`config.mk`:
```
export PLATFORM = sky130hd
export DESIGN_NAME = ula_seq
export DESIGN_NICKNAME = d
export VERILOG_FILES = /design/src/rtl/ula_seq.sv
export SDC_FILE = /design/constraint.sdc
export NUM_CORES = 1
export LEC_CHECK = 0
export ABC_AREA = 1
export BUFFER_PORTS_ARGS = -buffer_cell sky130_fd_sc_hd__clkbuf_2
export CAP_MARGIN = 30
export CORE_MARGIN = 5
export CORE_UTILIZATION = 35
export DETAILED_ROUTE_END_ITERATION = 6
export PLACE_DENSITY_LB_ADDON = 0.1
export SKIP_CTS_REPAIR_TIMING = 1
export SYNTH_ARGS = -nofsm -noshare
export SYNTH_HDL_FRONTEND = slang
export SYNTH_SLANG_ARGS = --single-unit
```
`constraint.sdc`:
```
create_clock -name clk -period 3.8 [get_ports clk]
set_input_delay 0.38 -clock clk [delete_from_list [all_inputs] [get_ports clk]]
set_output_delay 0.38 -clock clk [all_outputs]
set_load 0.05 [all_outputs]
```
`src/rtl/ula_seq.sv`:
```
// Registered signed ALU: single-cycle logic/add/sub/slt, WIDTH-cycle shift-add multiply.
// Optional build macro ULA_SAT_EN makes ADD, SUB and MUL saturate on overflow.
module ula_seq #(
  parameter int unsigned WIDTH = 8
) (
  input  logic                    clk,
  input  logic                    rst_n,
  input  logic                    start,
  input  logic signed [WIDTH-1:0] A,
  input  logic signed [WIDTH-1:0] B,
  input  logic        [2:0]       F,
  output logic signed [WIDTH-1:0] Saida,
  output logic                    FLAG_O,
  output logic                    FLAG_Z,
  output logic                    busy,
  output logic                    done
);

  localparam int unsigned PW = 2 * WIDTH;
  localparam int unsigned CW = $clog2(WIDTH);

  localparam logic [2:0] OP_AND = 3'b000;
  localparam logic [2:0] OP_OR  = 3'b001;
  localparam logic [2:0] OP_ADD = 3'b010;
  localparam logic [2:0] OP_SUB = 3'b011;
  localparam logic [2:0] OP_XOR = 3'b100;
  localparam logic [2:0] OP_MUL = 3'b101;
  localparam logic [2:0] OP_SLT = 3'b110;

  localparam logic [WIDTH-1:0] SMAX = {1'b0, {(WIDTH-1){1'b1}}};
  localparam logic [WIDTH-1:0] SMIN = {1'b1, {(WIDTH-1){1'b0}}};

`ifdef ULA_SAT_EN
  localparam bit SAT_EN = 1'b1;
`else
  localparam bit SAT_EN = 1'b0;
`endif

  typedef enum logic {
    ST_IDLE,
    ST_MUL
  } state_t;

  state_t           r_state, w_state_nxt;
  logic [WIDTH-1:0] r_saida, w_saida_nxt;
  logic             r_flag_o, w_flag_o_nxt;
  logic             r_flag_z, w_flag_z_nxt;
  logic             r_busy, w_busy_nxt;
  logic             r_done, w_done_nxt;
  logic [PW-1:0]    r_acc, w_acc_nxt;
  logic [PW-1:0]    r_mcand, w_mcand_nxt;
  logic [WIDTH-1:0] r_mplier, w_mplier_nxt;
  logic [CW-1:0]    r_cnt, w_cnt_nxt;
  logic             r_neg, w_neg_nxt;

  logic [WIDTH-1:0] w_sum, w_diff, w_alu_res, w_a_mag, w_b_mag, w_mul_res;
  logic             w_add_ovf, w_sub_ovf, w_alu_ovf, w_slt, w_mul_ovf;
  logic [PW-1:0]    w_step, w_prod;

  // Single-cycle datapath
  assign w_sum     = A + B;
  assign w_diff    = A - B;
  assign w_slt     = (A < B);
  assign w_add_ovf = (A[WIDTH-1] == B[WIDTH-1]) && (w_sum[WIDTH-1] != A[WIDTH-1]);
  assign w_sub_ovf = (A[WIDTH-1] != B[WIDTH-1]) && (w_diff[WIDTH-1] != A[WIDTH-1]);
  assign w_a_mag   = A[WIDTH-1] ? (~A + 1'b1) : A;
  assign w_b_mag   = B[WIDTH-1] ? (~B + 1'b1) : B;

  always_comb begin
    w_alu_res = '0;
    w_alu_ovf = 1'b0;
    case (F)
      OP_AND: w_alu_res = A & B;
      OP_OR:  w_alu_res = A | B;
      OP_XOR: w_alu_res = A ^ B;
      OP_ADD: begin
        w_alu_ovf = w_add_ovf;
        w_alu_res = (SAT_EN && w_add_ovf) ? (A[WIDTH-1] ? SMIN : SMAX) : w_sum;
      end
      OP_SUB: begin
        w_alu_ovf = w_sub_ovf;
        w_alu_res = (SAT_EN && w_sub_ovf) ? (A[WIDTH-1] ? SMIN : SMAX) : w_diff;
      end
      OP_SLT:  w_alu_res = WIDTH'(w_slt);
      default: w_alu_res = '0;
    endcase
  end

  // Multiply step; the magnitude of the most negative value fits unsigned in WIDTH bits
  assign w_step    = r_acc + (r_mplier[0] ? r_mcand : '0);
  assign w_prod    = r_neg ? (~w_step + 1'b1) : w_step;
  assign w_mul_ovf = (w_prod != {{WIDTH{w_prod[WIDTH-1]}}, w_prod[WIDTH-1:0]});
  assign w_mul_res = (SAT_EN && w_mul_ovf) ? (r_neg ? SMIN : SMAX) : w_prod[WIDTH-1:0];

  // Next-state and next-output logic
  always_comb begin
    w_state_nxt  = r_state;
    w_saida_nxt  = r_saida;
    w_flag_o_nxt = r_flag_o;
    w_flag_z_nxt = r_flag_z;
    w_busy_nxt   = r_busy;
    w_done_nxt   = 1'b0;
    w_acc_nxt    = r_acc;
    w_mcand_nxt  = r_mcand;
    w_mplier_nxt = r_mplier;
    w_cnt_nxt    = r_cnt;
    w_neg_nxt    = r_neg;
    case (r_state)
      ST_IDLE: begin
        if (start) begin
          if (F == OP_MUL) begin
            w_state_nxt  = ST_MUL;
            w_busy_nxt   = 1'b1;
            w_acc_nxt    = '0;
            w_mcand_nxt  = {{WIDTH{1'b0}}, w_a_mag};
            w_mplier_nxt = w_b_mag;
            w_cnt_nxt    = '0;
            w_neg_nxt    = A[WIDTH-1] ^ B[WIDTH-1];
          end else begin
            w_saida_nxt  = w_alu_res;
            w_flag_o_nxt = w_alu_ovf;
            w_flag_z_nxt = (w_alu_res == '0);
            w_done_nxt   = 1'b1;
          end
        end
      end
      ST_MUL: begin
        w_acc_nxt    = w_step;
        w_mcand_nxt  = r_mcand << 1;
        w_mplier_nxt = r_mplier >> 1;
        w_cnt_nxt    = r_cnt + 1'b1;
        if (r_cnt == CW'(WIDTH - 1)) begin
          w_state_nxt  = ST_IDLE;
          w_busy_nxt   = 1'b0;
          w_saida_nxt  = w_mul_res;
          w_flag_o_nxt = w_mul_ovf;
          w_flag_z_nxt = (w_mul_res == '0);
          w_done_nxt   = 1'b1;
        end
      end
      default: w_state_nxt = ST_IDLE;
    endcase
  end

  always_ff @(posedge clk or negedge rst_n) begin
    if (!rst_n) begin
      r_state  <= ST_IDLE;
      r_saida  <= '0;
      r_flag_o <= 1'b0;
      r_flag_z <= 1'b0;
      r_busy   <= 1'b0;
      r_done   <= 1'b0;
      r_acc    <= '0;
      r_mcand  <= '0;
      r_mplier <= '0;
      r_cnt    <= '0;
      r_neg    <= 1'b0;
    end else begin
      r_state  <= w_state_nxt;
      r_saida  <= w_saida_nxt;
      r_flag_o <= w_flag_o_nxt;
      r_flag_z <= w_flag_z_nxt;
      r_busy   <= w_busy_nxt;
      r_done   <= w_done_nxt;
      r_acc    <= w_acc_nxt;
      r_mcand  <= w_mcand_nxt;
      r_mplier <= w_mplier_nxt;
      r_cnt    <= w_cnt_nxt;
      r_neg    <= w_neg_nxt;
    end
  end

  assign Saida  = r_saida;
  assign FLAG_O = r_flag_o;
  assign FLAG_Z = r_flag_z;
  assign busy   = r_busy;
  assign done   = r_done;

endmodule

```
==> metrics.csv <==
metric,value,unit
cts_max_path_buffers,2,
pre_cts_ws,546,ps
crit_slowest_cell,dfrtp_1,
gp_congestion,0.929,
cts.sinks,57,
num_vias,5229,
cp_max_fo,17,
final_cell_count_no_fill,1040,
dpl.hpwl,12.6,mm
path_buf_inv,2,
yosys.area.top_type,dfrtp_1,
syn_area_per_cell,6.50,um^2
worst_slack,560,ps
wire_per_inst,15.1,um
grt_pass1_wl,25.8,mm
n_antenna_cell,0,
synth_edf_count,0,
synth_cell_type_count,41,
critPathMostFrequentCell,nand2_1,
drcViolationCount,0,
ios,34,
fin_skew,12.6,ps
report.final.slew_viol_count,0,
clk_pin_slew_worst_paths,60,ps
grt_pass1_vias,5158,
ant_nets,0,
setup_viol,0,
cts_tree,done,
fin_crit_sh,85.3,%
crit_chain,nand2_1 > inv_1 > ha_1 > fa_1 > inv_1 > ha_1 > a21boi_1 > nand3_1 > nor2_1 > nand2_1 > nor2_1 > nand2_1 > nand3_1 > nand2_1 > nor2_1 > nand2_1 > nor2_1 > nand2_1 > nand2_1 > nand3_1 > nand2_1 > nand2_1,
die_w,133,um
hold_path_class,in2async,
place.port_buffers,33,
synth_area_leaders,"dfrtp_1, nand2_1, ha_1",
ir_drop,0.254,mV
drt_wl_total,15.7,mm
power.density,689,nW/um^2
syn_nets,884,
min_period,3240,ps
hold_slack,88.7,ps
slew_headroom,51.7,%
regArea,1430,um^2
netlist_instances,815,
drtIter0Drc,383,
post-place-cells,1024,
die_h,133,um
async_flop_share,100,%
initial_core_util,35.2,%
finalHoldViolations,0,
startpoint_type,register,
cpLargestDelayFamily,simple AND/OR/NAND/NOR gates,
grt_max_degree,41,
grt_overflow,0,
syn-cell-area,5300,um^2
final.setup.tns,0,ps
cts_made_buffers,9,
insertion_delay,340,ps
synth_top_area_share,26.9,%
yosysMostFrequentCell,nand2_1,
rsz0062_at_grt,no,
rr_worst_depth,22,
cp.required,4030,ps
htreeDepth,3,
worstSetupPathDepth,22,
status,"finished, final reports clean",
worst_pin_slew,724,ps
ys_seq_area_share,26.9,%
arrival,3470,ps
timing.fmax,0.309,GHz
cp-end-kind,register,
multi_input_area,3320,um^2
fillers,1639,
cap_violations,0,
yosys_warnings,0,
drive_gt1_share,9.27,%
core-area,15000,um^2
grtUsageTotal,18.1,%
fp-row-count,45,
critPathMaxStageDelay,620,ps
dieArea,17700,um^2
cts-root-buf,clkbuf_16,
path_class,reg2reg,
yosys_register_bits,57,
fin_util,39.8,%
synthToLayoutAreaGrowth,12.8,%
first_pass_iters,7,
p_leak,0.00324,uW
ys_top_cells_by_count,"nand2_1, inv_1, nor2_1",
grt_antenna_before_repair,0,
synth-main-ff-cell,dfrtp_1,
fin_nets,916,
vias_per_cell,5.03,
==> kinds of logic (layout without fill, tap and decap cells) <==
logic type	after synthesis	after routing	share of synthesized area [%]
AO/OA/AOI/OAI	128	128	14.4
XOR/XNOR	20	20	3.31
adder cells (fa/ha/maj)	47	47	11.5
buffers and inverters	145	182	10.3
flip-flops	57	57	26.9
AND/OR/NAND/NOR	418	418	33.5
==> layout make-up <==
| cell class | instances | area share (%) |
|---|---|---|
| clock buffer | 11 | 3.89 |
| clock inverter | 5 | 0.942 |
| inverter | 128 | 8.04 |
| multi-input combinational | 613 | 55.6 |
| sequential | 57 | 23.9 |
| tap | 188 | 3.94 |
| timing repair buffer | 38 | 3.73 |
==> metal layers <==
metal  wire [um]  share of wire, %  track usage, %
met1        7950                51            25.5
met2        7080                45            28.6
met3         403               2.6            2.78
met4         306               1.9            5.31
met5           0                 0               0
==> worst paths after layout <==
| check | start | end | slack (ps) |
|---|---|---|---|
| max in group asynchronous | rst_n | r_mcand[1] | 2820 |
| min reg2reg | r_cnt[0] | r_cnt[0] | 470 |
| max reg2reg | r_mplier[0] | FLAG_O | 560 |
| max | r_mplier[0] | FLAG_O | 560 |
| min in group clk | B[2] | r_mplier[7] | 440 |
| min | rst_n | r_acc[9] | 90 |
==> stage by stage <==
| stage | area [um^2] | power (uW) |
|---|---|---|
| final | 5980 | 4120 |
| after global routing | 5980 | 4490 |
| after CTS | 5980 | 4160 |
| after detailed placement | 5690 | 3330 |
| after global placement | 5660 | 3290 |
| after floorplan | 5300 | 2710 |
==> layout by cell type, fill, tap and decap left out, drive strengths merged, types with 8 or more instances in the layout <==
cell type | Yosys | routed
o211ai | 9 | 9
nor3 | 8 | 8
xor2 | 20 | 20
inv | 126 | 126
dfrtp | 57 | 57
nand2 | 264 | 264
ha | 44 | 44
o22ai | 12 | 12
a21oi | 37 | 37
clkbuf | 15 | 44
nor2 | 68 | 68
o21ai | 48 | 48
nand3 | 58 | 58
nand4 | 11 | 11
==> where the power goes <==
group          switching (uW)  total [uW]  internal [uW]
logic                    1580        2290            709
clock network             303         810            506
registers                 181        1020            841
==> state kept, by name, summed over array words and instances, names as in the netlist <==
signal / count
r_neg: 1
FLAG_Z: 1
done: 1
r_mplier: 8
FLAG_O: 1
r_cnt: 3
Saida: 8
r_mcand: 16
r_state: 1
busy: 1
r_acc: 16
(Power assumes the default switching activity.)
